## src/rtl/display.sv

```systemverilog
// Four-digit multiplexed seven-segment driver: shows a BCD score or a lane
// pattern, scanning one digit every SCAN_DIV clocks, plus mirrored status LEDs.
module display #(
  parameter int SCAN_DIV = 1
) (
  input  logic        clk,
  input  logic        res,
  input  logic [7:0]  score,
  input  logic [3:0]  pattern,
  input  logic        C,
  output logic [7:0]  SEG,
  output logic [3:0]  AN,
  output logic [7:0]  LED,
  output logic [15:0] test,
  output logic [11:0] test0
);

  logic [7:0] hun, ten, one;
  logic       tick;
  logic [1:0] idx_q, idx_d;
  logic [3:0] an_q, an_d;
  logic [7:0] seg_q, seg_d;
  logic [7:0] led_q, led_d;
  logic [3:0] nib;

  function automatic logic [7:0] seg_decode(input logic [3:0] n);
    case (n)
      4'h0: seg_decode = 8'hC0;
      4'h1: seg_decode = 8'hF9;
      4'h2: seg_decode = 8'hA4;
      4'h3: seg_decode = 8'hB0;
      4'h4: seg_decode = 8'h99;
      4'h5: seg_decode = 8'h92;
      4'h6: seg_decode = 8'h82;
      4'h7: seg_decode = 8'hF8;
      4'h8: seg_decode = 8'h80;
      4'h9: seg_decode = 8'h90;
      4'hA: seg_decode = 8'hB6;
      default: seg_decode = 8'hFF;
    endcase
  endfunction

  always_comb begin
    hun   = score / 8'd100;
    ten   = (score / 8'd10) % 8'd10;
    one   = score % 8'd10;
    test0 = {hun[3:0], ten[3:0], one[3:0]};
    test  = 16'hFFFF;
    if (C) begin
      for (int i = 0; i < 4; i++) test[i*4 +: 4] = pattern[i] ? 4'hA : 4'hF;
    end else begin
      // leading-zero suppression; ones digit always visible
      test = {4'hF,
              (hun == 8'd0) ? 4'hF : hun[3:0],
              (hun == 8'd0 && ten == 8'd0) ? 4'hF : ten[3:0],
              one[3:0]};
    end
  end

  generate
    if (SCAN_DIV == 1) begin : g_nopre
      assign tick = 1'b1;
    end else begin : g_pre
      localparam int CW = $clog2(SCAN_DIV);
      logic [CW-1:0] cnt_q, cnt_d;
      assign tick  = (cnt_q == CW'(SCAN_DIV - 1));
      assign cnt_d = tick ? '0 : cnt_q + 1'b1;
      always_ff @(posedge clk or negedge res) begin
        if (!res) cnt_q <= '0;
        else      cnt_q <= cnt_d;
      end
    end
  endgenerate

  always_comb begin
    nib   = test[{idx_q, 2'b00} +: 4];
    idx_d = idx_q;
    an_d  = an_q;
    seg_d = seg_q;
    led_d = C ? {4'b0000, pattern} : score;
    if (tick) begin
      idx_d = idx_q + 2'd1;
      an_d  = ~(4'b0001 << idx_q);
      seg_d = seg_decode(nib);
    end
  end

  always_ff @(posedge clk or negedge res) begin
    if (!res) begin
      idx_q <= 2'd0;
      an_q  <= 4'hF;
      seg_q <= 8'hFF;
      led_q <= 8'h00;
    end else begin
      idx_q <= idx_d;
      an_q  <= an_d;
      seg_q <= seg_d;
      led_q <= led_d;
    end
  end

  assign SEG = seg_q;
  assign AN  = an_q;
  assign LED = led_q;

endmodule

```

## config.mk

```make
export PLATFORM = sky130hd
export DESIGN_NAME = display
export DESIGN_NICKNAME = d
export VERILOG_FILES = /design/src/rtl/display.sv
export SDC_FILE = /design/constraint.sdc
export NUM_CORES = 1
export LEC_CHECK = 0
export BUFFER_PORTS_ARGS = -buffer_cell sky130_fd_sc_hd__buf_2
export CORE_MARGIN = 5
export CORE_UTILIZATION = 55
export CTS_BUF_LIST = sky130_fd_sc_hd__clkbuf_8
export CTS_CLUSTER_DIAMETER = 80
export DETAILED_ROUTE_END_ITERATION = 10
export HOLD_SLACK_MARGIN = 0.15
export PLACE_DENSITY = 0.83
export SLEW_MARGIN = 25
export SYNTH_ARGS = -nofsm -noshare
export SYNTH_HDL_FRONTEND = slang
export SYNTH_SLANG_ARGS = --single-unit
```

## constraint.sdc

```tcl
create_clock -name clk -period 4.4 [get_ports clk]
set_input_delay 0 -clock clk [delete_from_list [all_inputs] [get_ports clk]]
set_output_delay 0 -clock clk [all_outputs]
set_load 0.02 [all_outputs]
```

## Word level (Yosys, flattened, before mapping)

Memories as Yosys holds them, arrays and structs flattened. A register that Yosys moved wholly into a read port is not among the register bits.
Index checks and enable logic that the tools add are counted.
Widths: inputs -> output; s select.

| storage, ports and cells | value |
|---|---|
| flip-flop bits (word level) | 22 |
| bits in read-only memories | 112 |
| bits of input ports | 15 |
| output and inout port bits | 48 |
| logic and storage cells | 25 |
| memories | 1 |

Memories:

| name | words | bits a word | rd ports | clocked after Yosys merged registers in | wr ports | RTL line | RTL |
|---|---|---|---|---|---|---|---|
| (no name shown) | 16 | 7 | 1 | 1 | 0 | 27 | `case (n)` |

| cells by class | value |
|---|---|
| $add $sub $neg | 1 |
| div/mod/pow operators | 4 |
| shift-type cells | 2 |
| muxes and demuxes | 8 |
| bitwise operators | 1 |
| reduce and logical (&&, ||, !) cells | 4 |

Operators with widths:

| kind | count |
|---|---|
| $logic_not 8->1 | 2 |
| $mod 8x4->8 const B | 2 |
| $shiftx 16x5->4 | 1 |
| $mux 15 | 1 |
| $mux 3 | 4 |
| $div 8x4->8 const B | 1 |
| $div 8x7->8 const B | 1 |
| $mux 4 | 2 |
| $mux 8 | 1 |
| $not 4->4 | 1 |
| $shl 1x2->4 const A | 1 |
| $add 2x1->2 const B | 1 |
| $logic_and 1x1->1 | 1 |
| $logic_not 1->1 | 1 |

## Depth between registers and ports, before layout

Gate-level depths: netlist of run 1.

| logic depth | value |
|---|---|
| word-level depth | 7 |
| gate-level depth with buffers | 22 |
| mapped depth without buffers | 19 |

## Least setup slack after synthesis of run 1

No wires, ideal clock.

| timing path | value |
|---|---|
| path type | input to register |
| start point | input score[4] |
| end point | register seg_q[6] (netlist: SEG[6]) |
| setup time | 0.089 ns |
| arrival | 4.066 ns |
| required time | 4.311 ns |
| path slack | 0.245 ns |
| stages on the path | 20 |
| buffers on the path | 2 |
| cells stage by stage | buf_2 -> inv_1 -> ha_1 -> nand2b_4 -> buf_6 -> a31o_4 -> a2111oi_0 -> o21ai_1 -> ha_1 -> nand2_1 -> a2111oi_2 -> a221oi_4 -> and2_4 -> o211ai_1 -> nor3_1 -> o21ai_2 -> inv_1 -> ha_1 -> nor4b_1 -> a211oi_1 |

| between the ends | value |
|---|---|
| cells in the longest elaborated chain, start to end | 7 |
| elaborated cells on any way between the ends | 11 |
| those cells by class | 4 x div; 1 x shift; 3 x mux; 3 x reduce/logical |

RTL lines:

| item | RTL line | RTL |
|---|---|---|
| start, declared | 8 | `input logic [7:0] score,` |
| $div 8x4->8 | 45 | `ten = (score / 8'd10) % 8'd10;` |
| $mod 8x4->8 | 45 |  |
| $logic_not 8->1 | 55 | `(hun == 8'd0 && ten == 8'd0) ? 4'hF : ten[3:0],` |
| $logic_and 1x1->1 | 55 |  |
| $mux 4 | 55 |  |
| $mux 15 * | 49 | `if (C) begin` |
| $shiftx 16x5->4 * | 76 | `nib = test[{idx_q, 2'b00} +: 4];` |
| end, declared | 22 | `logic [7:0] seg_q, seg_d;` |

Mark *: on every way between the ends. The rest lies on a longest branch, timed or not.

## Final worst setup path of run 1

Ends and elaborated chain as after synthesis.

==> results of run 1 <==
## area by class of cell
class	count	area (um2)
Inverter	25	93.8
Timing Repair Buffer	78	465
Fill cell	342	1260
Multi-Input combinational cell	225	1620
Clock inverter	1	5.00
Sequential cell	21	539
Clock buffer	3	41.3
Tap cell	50	62.6
## placed cells by master, fill, tap and decap left out, types with 3 or more instances in the layout
cell type / synthesis / routed
a211o_1: 5 / 5
a211oi_1: 3 / 3
a21boi_0: 3 / 3
a21oi_1: 14 / 14
and2_1: 3 / 3
buf_2: 8 / 57
buf_4: 8 / 12
clkbuf_8: 0 / 3
conb_1: 2 / 5
dfrtp_1: 10 / 10
dfstp_2: 11 / 11
dlygate4sd3_1: 0 / 9
ha_1: 16 / 16
inv_1: 23 / 23
mux2i_1: 7 / 7
nand2_1: 18 / 18
nand2b_1: 4 / 4
nand3_1: 7 / 7
nor2_1: 23 / 23
nor3_1: 10 / 10
o2111ai_1: 3 / 3
o211ai_1: 6 / 6
o21a_1: 5 / 5
o21ai_0: 17 / 17
o21ai_1: 4 / 4
o31ai_1: 4 / 4
or2_2: 7 / 7
or3_1: 4 / 4
xnor2_1: 3 / 3
## stage by stage
step	area, um2	setup TNS [ns]	utilization	total power (uW)	std cells
floorplan	2370	0	-	545	295
global placement	2680	0	0.655	653	390
detailed placement	2680	0	0.655	660	390
CTS	2810	0	0.688	790	403
global route	2830	-0.0267	0.693	850	403
finish	2830	0	0.693	800	403
## metal layers
layer,part of all wire,vias to the layer above,track usage
met5,0,-,0
met4,0.023,0,0.0932
met3,0.092,18,0.0185
met2,0.45,136,0.368
met1,0.43,1148,0.331
li1,-,1171,-
## cells by family after synthesis
family          share of synthesized area
simple gates                        0.206
other cells                       0.00318
buf+inv                            0.0979
fa+ha+maj                          0.0889
xor+xnor                           0.0111
compound gates                      0.323
mux                                0.0408
flops                               0.228
## path summary, 6_finish.rpt
check	to	depth (start not counted)
setup reg to reg	SEG[6]$_DFF_PN1_	10
setup / recovery	SEG[6]$_DFF_PN1_	20
hold / removal	LED[7]$_DFF_PN0_	2
hold reg to reg	AN[1]$_DFF_PN1_	2
min in group asynchronous	idx_q[1]$_DFF_PN0_	2
max in group asynchronous	AN[0]$_DFF_PN1_	2
## what timing repair did
action / 4_1_cts / 5_1_grt
hold buffers: 9 / 0
endpoints found under the hold margin: 26 / 0
resized for setup: 0 / 3
endpoints found under the setup margin: 0 / 3
## power groups by stage
stage	logic (uW)	registers (uW)	clock network, uW
after global placement	426	226	0
after global routing	493	224	132
after detailed placement	433	227	0
after CTS	442	223	125
after floorplan	295	251	0
final	453	223	124
## state kept, by name (all words and copies together), names as in the netlist
register	cells
AN	4
LED	8
SEG	7
idx_q	2
## critical path, delay by kind of cell
kind | cells | cell delay [ns]
fa+ha+maj | 4 | 0.93
compound gates | 10 | 2.26
buf+inv | 3 | 0.36
simple gates | 3 | 0.58
==> flow_summary.yaml, run 1 <==
outcome:
  outcome: "finished clean"
timing:
  min_period_ns: 3.94
  period_share: 0.896
  finalSetupViolations: 0
  hold_slack_ns: 0.162
  skew_ns: 0.00150
  fmax_mhz: 254
  tightest_slew_ns: 0.812
  finalHoldViolations: 0
  slew_viol_final: 0
  relSlewSlack: 0.459
  setup_ws_ns: 0.456
worst_setup_path:
  start_kind: "input port"
  setup.worst_path.class: "in -> reg"
  critPathMaxFanout: 8
  crit_required_ns: 4.58
  critical_path.max_stage_delay_ns: 0.46
  r2r-start: "idx_q[0]$_DFF_PN0_"
  endpoint_kind: "register"
  cp_common_cell: "ha_1"
  arrival_ns: 4.12
  cp_cell_sequence: "buf_2 -> inv_1 -> ha_1 -> nand2b_4 -> a31o_4 -> a2111oi_1 -> o21ai_1 -> ha_1 -> o211ai_1 -> a211oi_1 -> a22oi_2 -> ha_1 -> a21oi_1 -> o211ai_1 -> nor3_1 -> o21ai_2 -> inv_1 -> ha_1 -> nor4b_1 -> a211oi_1"
  r2r_setup_slack_ns: 2.03
  cp-startpoint: "score[4]"
  slowest_stage: "a2111oi_1"
global_routing:
  antenna_found_initial: 0
  gr-usage-all-layers: 0.234
  grt_pass1_wl_um: 10500
  grt_max_degree: 27
  grt_pass1_vias: 2233
  grt.overflow.total: 0
clock_network:
  clock-sinks: 21
  cts_root_buffer: "clkbuf_8"
  cts_tree: "built"
  post_cts_buffers: 0
  htree_levels: 1
  cts_max_path_buffers: 2
  clk_latency_ns: 0.26
  clkTransAtPathRegs_ns: 0.07
  cts_made_buffers: 3
finish:
  num_antenna_cells: 0
  syn_to_final_growth_pct: 19.7
  drive_above_1_share: 0.306
  nets: 385
yosys:
  ys_types: 74
  ys.flop_type: "dfstp_2"
  synth.avg_cell_area_um2: 8.09
  syn_inst: 292
  synth_top_area_share: 0.122
  synth_edf_count: 0
  synth_top_area_cell: "dfstp_2"
  synth_commonest_cells: "inv_1, nor2_1, nand2_1"
  ys_ff_latch: 21
  yosysWarnings: 0
  ys_seq_area_frac: 0.228
  synth_area_um2: 2360
  synth.area.top_cells: "dfstp_2, dfrtp_1, ha_1, inv_1, nor2_1"
  synth-async-reset-ratio: 1.00
floorplan:
  design.core.area_um2: 4090
  start_util: 0.578
  die_x_um: 75.6
  die_area_um2: 5710
  rows: 23
  die_h_um: 75.6
  io_pins: 63
detailed_routing:
  routed_wl_um: 6620
  vias: 2473
  ant_nets: 0
  wl_per_cell_um: 16.4
  firstDrtPassIters: 5
  drc: 0
  viasPerCell: 6.14
  drt_iter0_markers: 237
pwr:
  vdd_ir_drop_max_mv: 0.181
  clockPowerShare: 0.155
  swShare: 0.437
  comb_power_share: 0.566
  power.switching_uw: 350
  seqPwrFrac: 0.279
  p_int_uw: 451
  p_leak_uw: 0.00130
  p_per_area_nw_per_um2: 283
place:
  gp_congestion: 0.887
  dpl.hpwl_um: 4970
  port_buffers: 57
  place_ws_ns: 0.180
run:
  drv_cap: 0
worst_hold_path:
  min_path_type: "in -> reg"
  min_from: "C"
No activity file was read; power rests on OpenSTA's default activity.
==> run 2, diff against run 1 <==
- ABC_AREA: not set -> 1
- CORE_UTILIZATION: 55 -> 54
==> run 2 against run 1 <==
Against the previous run:
- sequential share of layout area rose by 0.97 points
- critical endpoint is now SEG[3]$_DFF_PN1_
- global-route usage fell by 3.5 points
- synthesized cell count rose by 2.4%
==> flow_summary.yaml, run 2 <==
timing:
  skew_ns: 0.00430
  hold_slack_ns: 0.224
  tightest_slew_ns: 0.601
  slew_viol_final: 0
  finalHoldViolations: 0
  min_period_ns: 4.03
  setup_ws_ns: 0.374
  finalSetupViolations: 0
  fmax_mhz: 248
  period_share: 0.915
  relSlewSlack: 0.600
detailed_routing:
  drc: 0
  wl_per_cell_um: 12.6
  firstDrtPassIters: 4
  vias: 2125
  viasPerCell: 5.07
  drt_iter0_markers: 112
  ant_nets: 0
  routed_wl_um: 5290
global_routing:
  gr-usage-met1: 0.253
  gr-max-usage-layer: "met2"
  grt_pass1_wl_um: 8530
  antenna_found_initial: 0
  grt_use_met3: 0.0193
  gr-usage-all-layers: 0.199
  grt.overflow.total: 0
  use_met2: 0.347
  grt_pass1_vias: 1952
  grt_max_degree: 22
outcome:
  outcome: "finished clean"
floorplan:
  die_area_um2: 5320
  die_x_um: 72.9
  start_util: 0.572
  rows: 22
  die_h_um: 72.9
  io_pins: 63
  design.core.area_um2: 3740
clock_network:
  cts_max_path_buffers: 2
  htree_levels: 1
  cts_made_buffers: 3
  clock-sinks: 21
  clkTransAtPathRegs_ns: 0.07
  clk_latency_ns: 0.26
  cts_root_buffer: "clkbuf_8"
  cts_tree: "built"
yosys:
  synth.area.top_cells: "dfstp_2, dfrtp_1, nand2_1, ha_1, inv_1"
  synth-async-reset-ratio: 1.00
  ys_ff_latch: 21
  synth_edf_count: 0
  synth_top_area_cell: "dfstp_2"
  yosysMostFrequentCell: "nand2_1"
  synth_commonest_cells: "nand2_1, inv_1, nand3_1"
  synth_top_area_share: 0.135
  yosysWarnings: 0
  ys.flop_type: "dfstp_2"
  ys_seq_area_frac: 0.252
  syn_inst: 299
  synth.avg_cell_area_um2: 7.16
  ys_types: 39
  synth_area_um2: 2140
finish:
  largest_reg_flops: 8
  layout_common_cells: "nand2_1, buf_2, inv_1"
  nets: 403
  syn_to_final_growth_pct: 25.8
  layout_commonest_cell: "nand2_1"
  post-route-util: 0.719
  num_antenna_cells: 0
  drive_above_1_share: 0.377
  design_area_um2: 2690
place:
  place_ws_ns: 0.148
  port_buffers: 57
  dpl.hpwl_um: 3990
  gp_congestion: 0.873
  postPlaceCellArea_um2: 2440
worst_setup_path:
  r2r-start: "idx_q[0]$_DFF_PN0_"
  crit_required_ns: 4.60
  critPathMaxFanout: 7
  start_kind: "input port"
  slowest_stage: "dlygate4sd3_1"
  r2r_setup_slack_ns: 2.42
  setup.worst_path.class: "in -> reg"
  r2r_cells: 9
  r2r_end: "SEG[3]$_DFF_PN1_"
  arrival_ns: 4.23
  endpoint_kind: "register"
  critical_path.max_stage_delay_ns: 0.54
  cp_common_cell: "nand2_2"
run:
  drv_cap: 0
worst_hold_path:
  min_path_type: "in -> async"
pwr:
  p_per_area_nw_per_um2: 350
  p_leak_uw: 0.00148
  vdd_ir_drop_max_mv: 0.217
==> run 2: changes by cell type in the layout (fill, tap and decap cells not counted), moves of 9 or more <==
cell / delta
buf_4: -9
inv_1: +14
inv_2: +11
nand2_1: +43
nand2_2: +18
nand2_4: +11
nand3_1: +19
nor3_1: -9
o21ai_0: -9
==> run 2: kinds of logic (layout without fill, tap and decap cells) <==
kind of cell,count (synthesis),after routing,share of synthesized area
compound gates,43,43,0.123
xor+xnor,3,3,0.0158
fa+ha+maj,16,16,0.0936
buf+inv,60,129,0.118
flops,21,21,0.252
other cells,2,5,0.00351
simple gates,154,154,0.395
==> run 2: per-stage QoR <==
stage	total power (uW)	setup TNS (ns)	instances
3_5_place_dp	790	0	398
4_1_cts	921	0	417
6_report	942	0	419
2_1_floorplan	658	0	302
5_1_grt	1020	-0.0568	419
3_3_place_gp	782	0	398
==> run 2: power breakdown <==
| group | switching (uW) | internal [uW] | total [uW] |
|---|---|---|---|
| Sequential | 5.74 | 233 | 239 |
| Clock | 57.5 | 63.0 | 120 |
| Combinational | 388 | 195 | 583 |
==> run 2: routing by layer <==
layer  up-vias  routed length [um]  share of wire
li1       1077                   -              -
met1       954                2320           0.44
met2        84                2530           0.48
met3        10                 341          0.065
met4         0                  95          0.018
met5         -                   0              0
==> run 2: worst max-delay path, delay by kind of cell <==
kind | cells | cell delay, ns
AO/OA/AOI/OAI | 1 | 0.11
AND/OR/NAND/NOR | 33 | 2.75
buffers and inverters | 5 | 0.89
adder cells (fa/ha/maj) | 2 | 0.48
==> run 2: how the worst max path moves through the flow <==
stage	start	to	slack, ns	depth (start not counted)
detailed placement	score[3]	SEG[3]$_DFF_PN1_	0.15	41
finish	score[7]	SEG[3]$_DFF_PN1_	0.37	41
CTS	score[7]	SEG[3]$_DFF_PN1_	0.28	38
global placement	score[3]	SEG[3]$_DFF_PN1_	0.26	41
global route	score[5]	SEG[3]$_DFF_PN1_	-0.03	39
floorplan	score[3]	SEG[3]$_DFF_PN1_	0.63	38
==> run 2: repair_timing <==
action                                  in CTS  in global routing
gates resized for setup                      0                 13
hold buffers                                15                  0
hold endpoints to repair                    29                  0
endpoints found under the setup margin       0                  7
setup buffers                                0                  3
==> run 2: layout make-up <==
cell class | instances | area (um2)
Clock buffer | 3 | 41.3
Clock inverter | 1 | 5.00
Fill cell | 310 | 1050
Inverter | 51 | 191
Multi-Input combinational cell | 221 | 1400
Sequential cell | 21 | 539
Tap cell | 48 | 60.1
Timing Repair Buffer | 74 | 453
==> run 3, diff against run 2 <==
--- a/config.mk
+++ b/config.mk
@@ -8,2 +8,3 @@
 export ABC_AREA = 1
+export ABC_CLOCK_PERIOD_IN_PS = 4400
 export BUFFER_PORTS_ARGS = -buffer_cell sky130_fd_sc_hd__buf_2
@@ -16,2 +17,3 @@
 export PLACE_DENSITY = 0.83
+export RECOVER_POWER = 50
 export SLEW_MARGIN = 25
--- a/constraint.sdc
+++ b/constraint.sdc
@@ -3,2 +3,2 @@
 set_output_delay 0 -clock clk [all_outputs]
-set_load 0.02 [all_outputs]
+set_load 0.1 [all_outputs]
==> run 3 against run 2 <==
Against the previous run:
- clock-buffer cell count unchanged
- hold slack got worse by 0.080 ns
- sequential share of layout area is essentially flat
- register-to-register slack is essentially flat
- clock skew barely moved
- critical path depth fell by 2
- largest cell class unchanged
==> flow_summary.yaml, run 3 (synthesis gave the netlist of run 2 again) <==
worst_setup_path:
  cp_common_cell: "nand2_2"
  critPathMaxFanout: 7
  crit_required_ns: 4.58
  cp-startpoint: "score[6]"
  arrival_ns: 4.29
  slowest_stage: "dlygate4sd3_1"
  r2r-start: "idx_q[0]$_DFF_PN0_"
  r2r_cells: 9
  endpoint_kind: "register"
  start_kind: "input port"
  setup.worst_path.class: "in -> reg"
  critical_path.max_stage_delay_ns: 0.56
floorplan:
  io_pins: 63
  design.core.area_um2: 3740
  die_x_um: 72.9
  die_area_um2: 5320
  start_util: 0.572
  die_h_um: 72.9
  rows: 22
detailed_routing:
  drc: 0
  viasPerCell: 5.06
  firstDrtPassIters: 4
  wl_per_cell_um: 12.2
  vias: 2094
  ant_nets: 0
  drt_iter0_markers: 151
  routed_wl_um: 5050
clock_network:
  clock-sinks: 21
  cts_made_buffers: 3
  cts_root_buffer: "clkbuf_8"
  htree_levels: 1
  cts_max_path_buffers: 2
  cts_tree: "built"
  clk_latency_ns: 0.26
  clkTransAtPathRegs_ns: 0.07
pwr:
  power.switching_uw: 909
  clockPowerShare: 0.087
  seqPwrFrac: 0.170
  p_int_uw: 491
  vdd_ir_drop_max_mv: 0.406
  swShare: 0.649
  p_per_area_nw_per_um2: 519
  p_leak_uw: 0.00146
  comb_power_share: 0.744
finish:
  largest_reg_flops: 8
  layout_commonest_cell: "nand2_1"
  nets: 398
  drive_above_1_share: 0.388
  layout_common_cells: "nand2_1, buf_2, inv_1"
  syn_to_final_growth_pct: 26.1
  num_antenna_cells: 0
timing:
  min_period_ns: 4.10
  fmax_mhz: 244
  skew_ns: 0.00423
  finalHoldViolations: 0
  relSlewSlack: 0.315
  slew_viol_final: 0
  rsz0062_at_grt: "true"
  period_share: 0.933
  finalSetupViolations: 0
  tightest_slew_ns: 1.03
  setup_ws_ns: 0.295
  finalSetupTns_ns: 0
run:
  drv_cap: 0
global_routing:
  grt_pass1_vias: 1918
  antenna_found_initial: 0
  grt_pass1_wl_um: 8280
  grt_max_degree: 22
  gr-usage-all-layers: 0.189
  grt.overflow.total: 0
place:
  place_ws_ns: 0.118
  dpl.hpwl_um: 4000
  port_buffers: 57
  gp_congestion: 0.878
worst_hold_path:
  min_from: "score[2]"
  min_path_type: "in -> reg"
  holdPathStages: 3
outcome:
  outcome: "finished clean"
-- run 3: worst max-delay path: cells and delay by family --
kind | cells | cell delay, ns
XOR/XNOR | 1 | 0.13
adder cells (fa/ha/maj) | 2 | 0.34
AND/OR/NAND/NOR | 28 | 2.44
AO/OA/AOI/OAI | 2 | 0.38
buffers and inverters | 6 | 0.99
-- run 3: timing repair --
action / CTS / global route
hold buffers: 12 / 0
endpoints found under the hold margin: 29 / 0
setup buffers: 0 / 0
setup endpoints to repair: 0 / 11
gates resized for setup: 0 / 17
-- run 3: cell type report --
type	instances	area, um2
Clock buffer	3	41.3
Fill cell	295	1040
Clock inverter	1	5.00
Tap cell	48	60.1
Sequential cell	21	539
Timing Repair Buffer	69	412
Inverter	51	191
Multi-Input combinational cell	221	1450
-- run 3: path summary, 6_finish.rpt --
path / end / slack, ns
min: LED[2]$_DFF_PN0_ / 0.14
min in group asynchronous: idx_q[1]$_DFF_PN0_ / 0.43
max reg2reg: SEG[4]$_DFF_PN1_ / 2.42
max in group asynchronous: LED[5]$_DFF_PN0_ / 3.35
min reg2reg: AN[2]$_DFF_PN1_ / 0.68
max: SEG[4]$_DFF_PN1_ / 0.30
-- run 3: per-layer routing --
metal / GRT usage / up-vias / wire length [um]
li1: - / 1078 / -
met1: 0.242 / 937 / 2130
met2: 0.340 / 70 / 2460
met3: 0.0262 / 9 / 388
met4: 0.0307 / 0 / 72
met5: 0 / - / 0
-- run 3: through the flow --
stage               std cells  hold slack [ns]  area (um2)  total power, uW   util
global route              414            0.166        2700             1470  0.721
detailed placement        398          -0.0406        2490             1260  0.665
global placement          398          -0.0454        2490             1250  0.665
floorplan                 302           -0.296        2200             1130      -
CTS                       414            0.156        2660             1390  0.710
finish                    414            0.144        2700             1400  0.721
-- run 3: power by group through the flow --
stage          Clock (uW)  Combinational (uW)  Sequential [uW]
2_1_floorplan           0                 689              441
3_3_place_gp            0                1010              241
3_5_place_dp            0                1020              241
4_1_cts               119                1030              238
5_1_grt               132                1100              240
6_report              121                1040              237
